[src/rtl/cnn_conv3x3_core.sv]
// Single-channel 3x3 valid convolution engine: streams the IFM from a 1-cycle SRAM,
// runs 9 signed MACs per output pixel, then writes ReLU/shift/saturated results to the OFM.
module cnn_conv3x3_core #(
  parameter int IMG_W  = 8,
  parameter int IMG_H  = 8,
  parameter int ADDR_W = 12,
  parameter int SHIFT  = 0
) (
  input  logic              clk,
  input  logic              rst_n,
  input  logic              enable,
  output logic              done,
  output logic              busy,
  input  logic [71:0]       w_kernel,
  output logic              ifm_rd_en,
  output logic [ADDR_W-1:0] ifm_rd_addr,
  input  logic [7:0]        ifm_rd_data,
  output logic              ofm_wr_en,
  output logic [ADDR_W-1:0] ofm_wr_addr,
  output logic [7:0]        ofm_wr_data
);

  typedef enum logic [2:0] {IDLE, FETCH, ACC, WRITE, DONE} state_t;

  state_t              state;
  logic                enable_q;
  logic [ADDR_W-1:0]   ox;
  logic [ADDR_W-1:0]   oy;
  logic [ADDR_W-1:0]   ofm_cnt;
  logic [3:0]          tap;
  logic signed [19:0]  acc;

  logic [ADDR_W-1:0]   ky;
  logic [ADDR_W-1:0]   kx;
  logic [ADDR_W-1:0]   rd_addr_calc;
  logic [3:0]          w_idx;
  logic signed [7:0]   w_sel;
  logic signed [15:0]  product;
  logic signed [19:0]  product_ext;
  logic signed [19:0]  shifted;
  logic [7:0]          sat_data;
  logic                last_x;
  logic                last_y;
  logic                active;

  always_comb begin
    ky = '0;
    if (tap >= 4'd6)
      ky = ADDR_W'(2);
    else if (tap >= 4'd3)
      ky = ADDR_W'(1);
    kx = ADDR_W'(tap) - ADDR_W'(3) * ky;
    rd_addr_calc = (oy + ky) * ADDR_W'(IMG_W) + ox + kx;
  end

  // Read data lags its issue by one cycle, so the weight is selected for the previous tap.
  always_comb begin
    w_idx = (state == ACC) ? 4'd8 : (tap - 4'd1);
    w_sel = w_kernel[int'(w_idx)*8 +: 8];
    product = $signed(ifm_rd_data) * w_sel;
    product_ext = {{4{product[15]}}, product};
  end

  always_comb begin
    shifted = acc >>> SHIFT;
    sat_data = '0;
    if (acc[19])
      sat_data = '0;
    else if (shifted > 20'sd127)
      sat_data = 8'd127;
    else
      sat_data = shifted[7:0];
  end

  assign last_x = (ox == ADDR_W'(IMG_W - 3));
  assign last_y = (oy == ADDR_W'(IMG_H - 3));
  assign active = (state == FETCH) || (state == ACC) || (state == WRITE);

  // Outputs are decoded only from registered state, keeping enable off the strobe paths.
  assign busy        = active;
  assign done        = (state == DONE);
  assign ifm_rd_en   = (state == FETCH);
  assign ifm_rd_addr = (state == FETCH) ? rd_addr_calc : '0;
  assign ofm_wr_en   = (state == WRITE);
  assign ofm_wr_addr = (state == WRITE) ? ofm_cnt : '0;
  assign ofm_wr_data = (state == WRITE) ? sat_data : '0;

  always_ff @(posedge clk or negedge rst_n) begin
    if (!rst_n) begin
      state    <= IDLE;
      enable_q <= 1'b0;
      ox       <= '0;
      oy       <= '0;
      ofm_cnt  <= '0;
      tap      <= '0;
      acc      <= '0;
    end else begin
      enable_q <= enable;
      if (active && !enable) begin
        state   <= IDLE;
        ox      <= '0;
        oy      <= '0;
        ofm_cnt <= '0;
        tap     <= '0;
        acc     <= '0;
      end else begin
        case (state)
          IDLE: begin
            if (enable && !enable_q) begin
              state   <= FETCH;
              ox      <= '0;
              oy      <= '0;
              ofm_cnt <= '0;
              tap     <= '0;
              acc     <= '0;
            end
          end
          FETCH: begin
            tap <= tap + 4'd1;
            if (tap == 4'd1)
              acc <= product_ext;
            else if (tap > 4'd1)
              acc <= acc + product_ext;
            if (tap == 4'd8)
              state <= ACC;
          end
          ACC: begin
            acc   <= acc + product_ext;
            tap   <= '0;
            state <= WRITE;
          end
          WRITE: begin
            ofm_cnt <= ofm_cnt + ADDR_W'(1);
            if (last_x) begin
              ox <= '0;
              if (last_y) begin
                oy    <= '0;
                state <= DONE;
              end else begin
                oy    <= oy + ADDR_W'(1);
                state <= FETCH;
              end
            end else begin
              ox    <= ox + ADDR_W'(1);
              state <= FETCH;
            end
          end
          DONE: begin
            if (!enable)
              state <= IDLE;
          end
          default: state <= IDLE;
        endcase
      end
    end
  end

endmodule

[config.mk]
export PLATFORM = sky130hd
export DESIGN_NAME = cnn_conv3x3_core
export DESIGN_NICKNAME = d
export VERILOG_FILES = /design/src/rtl/cnn_conv3x3_core.sv
export SDC_FILE = /design/constraint.sdc
export NUM_CORES = 1
export LEC_CHECK = 0
export BUFFER_PORTS_ARGS = -buffer_cell sky130_fd_sc_hd__buf_4
export CAP_MARGIN = 15
export CORE_ASPECT_RATIO = 0.7
export CORE_MARGIN = 3
export CORE_UTILIZATION = 30
export DETAILED_ROUTE_END_ITERATION = 8
export SETUP_SLACK_MARGIN = 0.02
export SLEW_MARGIN = 5
export SYNTH_ARGS = -nofsm -noshare
export SYNTH_HDL_FRONTEND = slang
export SYNTH_SLANG_ARGS = --single-unit
[constraint.sdc]
create_clock -name clk -period 12.95 [get_ports clk]
set_clock_uncertainty 0.05 [all_clocks]
set_input_delay 1.9425 -clock clk [delete_from_list [all_inputs] [get_ports clk]]
set_output_delay 1.9425 -clock clk [all_outputs]
set_load 0.01 [all_outputs]
* After elaboration in Yosys (flattened, before gate mapping)
Cells that the tools add are included.
Widths: inputs -> output; s select.
** Word-level totals
- Bits in registers :: 64
- Logic and storage cells :: 84
** Cells by class
- $lt $le $gt $ge :: 4
- Shifts and indexed selects :: 1
- Muxes and demuxes :: 33
- Equality and inequality tests :: 13
- Add/sub/neg operators :: 10
- Reduce and logical (&&, ||, !) cells :: 14
- Multiply operators :: 2
** Operators by type and width (count)
- $mux 12 :: 9
- $mux 20 :: 4
- $pmux 12 s2 :: 3
- $shiftx 72x8->8 :: 1
- $pmux 20 s3 :: 1
- $add 12x1->12 const B :: 3
- $add 12x12->12 :: 2
- $eq 12x3->1 const B :: 2
- $mux 8 :: 3
- $add 20x16->20 :: 1
- $gt 20x8->1 const B :: 1
- $mux 3 :: 6
- $mul 8x8->16 :: 1
- $pmux 3 s5 :: 1
- $mul 2x12->12 const A :: 1
- $mux 4 :: 3
- $pmux 4 s3 :: 1
- $sub 4x12->12 :: 1
- $add 9x9->9 :: 1
- $reduce_and 3->1 :: 3
- $eq 3x2->1 const B :: 2
- $ne 3x1->1 const B :: 2
- $add 4x1->4 const B :: 1
- $eq 4x1->1 const B :: 1
- other kinds (19) :: 23

* Logic depth before layout (Yosys ltp)
- Depth in word-level cells :: 9
- Mapped depth :: 35
- Gate-level depth less buffers :: 33

* Worst setup path before layout
No wires, ideal clock.
- Kind :: input -> register
- Start point :: input port w_kernel[31]
- End point :: register acc[19]
- Slack :: 4.671 ns
- Setup time :: 0.072 ns
- Data required time :: 12.828 ns
- Stages on the path :: 28
- Data arrival time :: 8.157 ns
- Cells stage by stage :: nand2_1 -> a21oi_1 -> nor3_1 -> or3_1 -> buf_6 -> or2_1 -> fa_1 -> fa_1 -> inv_1 -> fa_1 -> inv_1 -> fa_1 -> inv_1 -> ha_1 -> a21oi_1 -> o21bai_1 -> a2111oi_0 -> nor2_1 -> xor2_1 -> ha_1 -> nand2_1 -> nor3_1 -> a211oi_1 -> o21ai_0 -> nor2_1 -> a21oi_1 -> mux4_2 -> nor2_1
** On the way
- Longest elaborated chain between the ends :: 7
** RTL lines
- from (decl) :: RTL line 14 : input logic [71:0] w_kernel,
- $shiftx 72x8->8 * :: RTL line 59 : w_sel = w_kernel[int'(w_idx)*8 +: 8];
- $mul 8x8->16 * :: RTL line 60 : product = $signed(ifm_rd_data) * w_sel;
- $add 20x16->20 :: RTL line 123, 128
- $mux 20 :: RTL line 122 : else if (tap > 4'd1)
- $mux 20 :: RTL line 120 : if (tap == 4'd1)
- $pmux 20 s3 * :: RTL line 107 : case (state)
- $mux 20 * :: RTL line 99 : if (active && !enable) begin
- to (signal assigned) :: RTL line 121 : acc <= product_ext;
- to (signal assigned) :: RTL line 123 : acc <= acc + product_ext;
- to (signal assigned) :: RTL line 128 : acc <= acc + product_ext;
- to (decl) :: RTL line 31 : logic signed [19:0] acc;
Every way passes the cells marked *; elsewhere a longest branch is shown, timed or not. The select of a mux whose other input is x is not followed.
A chain may end at the register's enable or synchronous reset.

* Worst setup path in the final report
- Start point :: register tap[0]
- End point :: register acc[19]
** On the way
- Longest elaborated chain between the ends :: 9
- Elaborated cells on any way between the ends :: 13
** RTL lines
- from (decl) :: RTL line 30 : logic [3:0] tap;
- from (signal assigned) :: RTL line 119 : tap <= tap + 4'd1;
- $sub 4x1->4 :: RTL line 58 : w_idx = (state == ACC) ? 4'd8 : (tap - 4'd1);
- $mux 4 :: RTL line 58
- $shiftx 72x8->8 :: RTL line 59
- $mul 8x8->16 :: RTL line 60
- $add 20x16->20 :: RTL line 123, 128
- $mux 20 :: RTL line 122
- $mux 20 :: RTL line 120
- $pmux 20 s3 :: RTL line 107
- $mux 20 :: RTL line 99
Parallel ways exist; a longest one is shown, timed or not. The select of a mux whose other input is x is not followed.

==> flow_summary.json <==
{
  "status": "finished, final reports clean",
  "cts_buffer_depth": 2,
  "io_buffers": 117,
  "crit_fanout": 22,
  "yosys-top-cells-count": "144 x inv_1, 135 x nand2_1, 87 x ha_1, 70 x nor2_1, 68 x a21oi_1",
  "fin_setup_tns_ps": 0,
  "synth.avg_cell_area_um2": 7.96,
  "timing.hold.ws_ps": 447,
  "hold_path.class": "reg -> reg",
  "grt_antenna_before_repair": 0,
  "core-area_um2": 28200,
  "cp_data_required_time_ps": 13160,
  "holdCritStartpoint": "ofm_cnt[11]",
  "routabilityCongestion": 0.864,
  "synth_cell_type_count": 75,
  "rsz0062_at_grt": "false",
  "yosysWarnings": 0,
  "ir_drop_v": 0.000108,
  "nets": 1424,
  "netlist_area_um2": 8730,
  "synth.area.top_cells": "dfrtp_1 18%, fa_1 14%, ha_1 12%",
  "num_io_pins": 119,
  "drtIter0Drc": 407,
  "area_growth_pct": 16.4,
  "p_total_mw": 1.98,
  "synth_top_area_share_pct": 18.4,
  "postSynthNetCount": 1329,
  "drtAntennaViolNets": 0,
  "fmax_mhz": 109,
  "yosysMostFrequentCell": "inv_1",
  "drt_first_pass_iters": 5,
  "cts_buffers": 9,
  "drt_wl_total_um": 23100,
  "critPathSlowestCell": "dfrtp_1",
  "grt_remaining_overflow": 0,
  "clkTransAtPathRegs_ps": 60,
  "slew_viol_final": 0,
  "track_usage_pct": 14.7,
  "diodes": 0,
  "root_buffer": "clkbuf_16",
  "die_h_um": 149,
  "dpl_cell_area_um2": 9890,
  "vias_per_cell": 4.92,
  "crit_path_start_kind": "flip-flop",
  "post_cts_buffers": 0,
  "dp_cells": 1550,
  "cts_tree": "built",
  "cts_resized": 0,
  "r2r-start": "tap[0]",
  "final_hold_viol_count": 0,
  "row_count": 51,
  "final_cell_area_um2": 10200,
  "post_drt_wl_per_cell_um": 14.8,
  "path_class": "reg -> reg",
  "cts_hold_buf": 0,
  "crit_start": "tap[0]",
  "fin_cells": 1566,
  "grt_pass1_vias": 7356,
  "die_w_um": 210,
  "grt_max_degree": 65,
  "synth_area_leader_cell": "dfrtp_1",
  "htree_levels": 3,
  "async_reset_ff_share_pct": 100,
  "start_util_pct": 30.9,
  "max_stage_delay_ps": 740,
  "insertion_delay_ps": 330,
  "grt_pass1_wl_um": 38100,
  "leakagePower_nw": 4.88,
  "crit_path_end_kind": "flip-flop",
  "worstMarginPinSlew_ps": 1020,
  "setup-violations-final": 0,
  "min_period_ps": 9190,
  "power_density_nw_per_um2": 195,
  "fin_crit_sh_pct": 71.0,
  "dp_hpwl_um": 18700,
  "maxCapViolCount": 0,
  "synth_seq_area_share_pct": 18.4,
  "drive_above_1_share_pct": 14.0,
  "clock-sinks": 64,
  "relSlewSlack_pct": 32.0,
  "synth_ff_type": "dfrtp_1",
  "synth_seq_cells": 64,
  "dr_total_vias": 7704,
  "die_area_um2": 31200,
  "ff2ff_setup_slack_ps": 3760,
  "synth_enable_flop_cells": 0,
  "drc": 0,
  "syn-instance-count": 1096,
  "arrival_ps": 9390
}
## worst max-delay path, delay by kind of cell, from the launching register on
family                   cells  cell delay (ps)
adder cells (fa/ha/maj)      7             3140
XOR/XNOR                     2              380
AND/OR/NAND/NOR             10             2240
flip-flops                   1              740
multiplexers                 1              510
AO/OA/AOI/OAI                7             1660
buffers and inverters        4              380
## state kept, by name (all words and copies together), names as in the netlist
name / cells
enable_q: 1
tap: 4
oy: 12
acc: 20
state: 3
ox: 12
ofm_cnt: 12
## cells by family after synthesis
group	synth area share (%)
AOI/OAI and AO/OA	15.7
xor gates and xnor gates	5.62
adders and majority gates	26.9
buffers and inverters	8.47
DFF	18.4
muxes	0.258
other	0.0430
and+or+nand+nor	24.6
## metrics by stage
stage | setup WS [ps] | utilization [%]
after floorplan | 4670 | -
after global placement | 3930 | 35.1
after detailed placement | 3770 | 35.1
after CTS | 3730 | 36.0
after global routing | 2960 | 36.0
final | 3760 | 36.0
## where the power goes
part / internal [mW] / switching [mW] / total (mW)
Clock: 0.127 / 0.0909 / 0.218
Sequential: 0.218 / 0.0210 / 0.239
Combinational: 0.620 / 0.907 / 1.53
Total: 0.966 / 1.02 / 1.98
## layout make-up
class / instances / area, um2
multi-input combinational: 851 / 6390
sequential: 64 / 1600
timing repair buffer: 120 / 901
inverter: 145 / 544
fill: 2959 / 18000
tap: 371 / 464
clock buffer: 9 / 225
clock inverter: 6 / 37.5
## per-layer routing
metal	GRT usage [%]	vias up	share of wire [%]	routed length, um
met3	3.10	16	6.8	1570
met4	2.84	0	0.90	208
met1	22.7	3587	52	12100
li1	-	3860	-	-
met2	21.1	241	40	9240
met5	0	-	0	0
## layout by cell type (no fill, tap or decap), types with 31 or more instances in the layout
cell type and count:
dfrtp_1 64, buf_4 120, nor2_1 70, o21ai_0 62, nand3_1 31, inv_1 144, a21oi_1 68, xnor2_1 34
fa_1 63, ha_1 87, nand2_1 135, and2_1 64
## worst paths after layout
kind                                to  depth (start not counted)
max                            acc[19]                         31
min                        ofm_cnt[11]                          1
max reg2reg                    acc[19]                         31
min reg2reg                ofm_cnt[11]                          1
max in group asynchronous   ofm_cnt[1]                          1
min in group asynchronous        oy[5]                          1
Note: power is estimated with default switching activity, not from simulation.
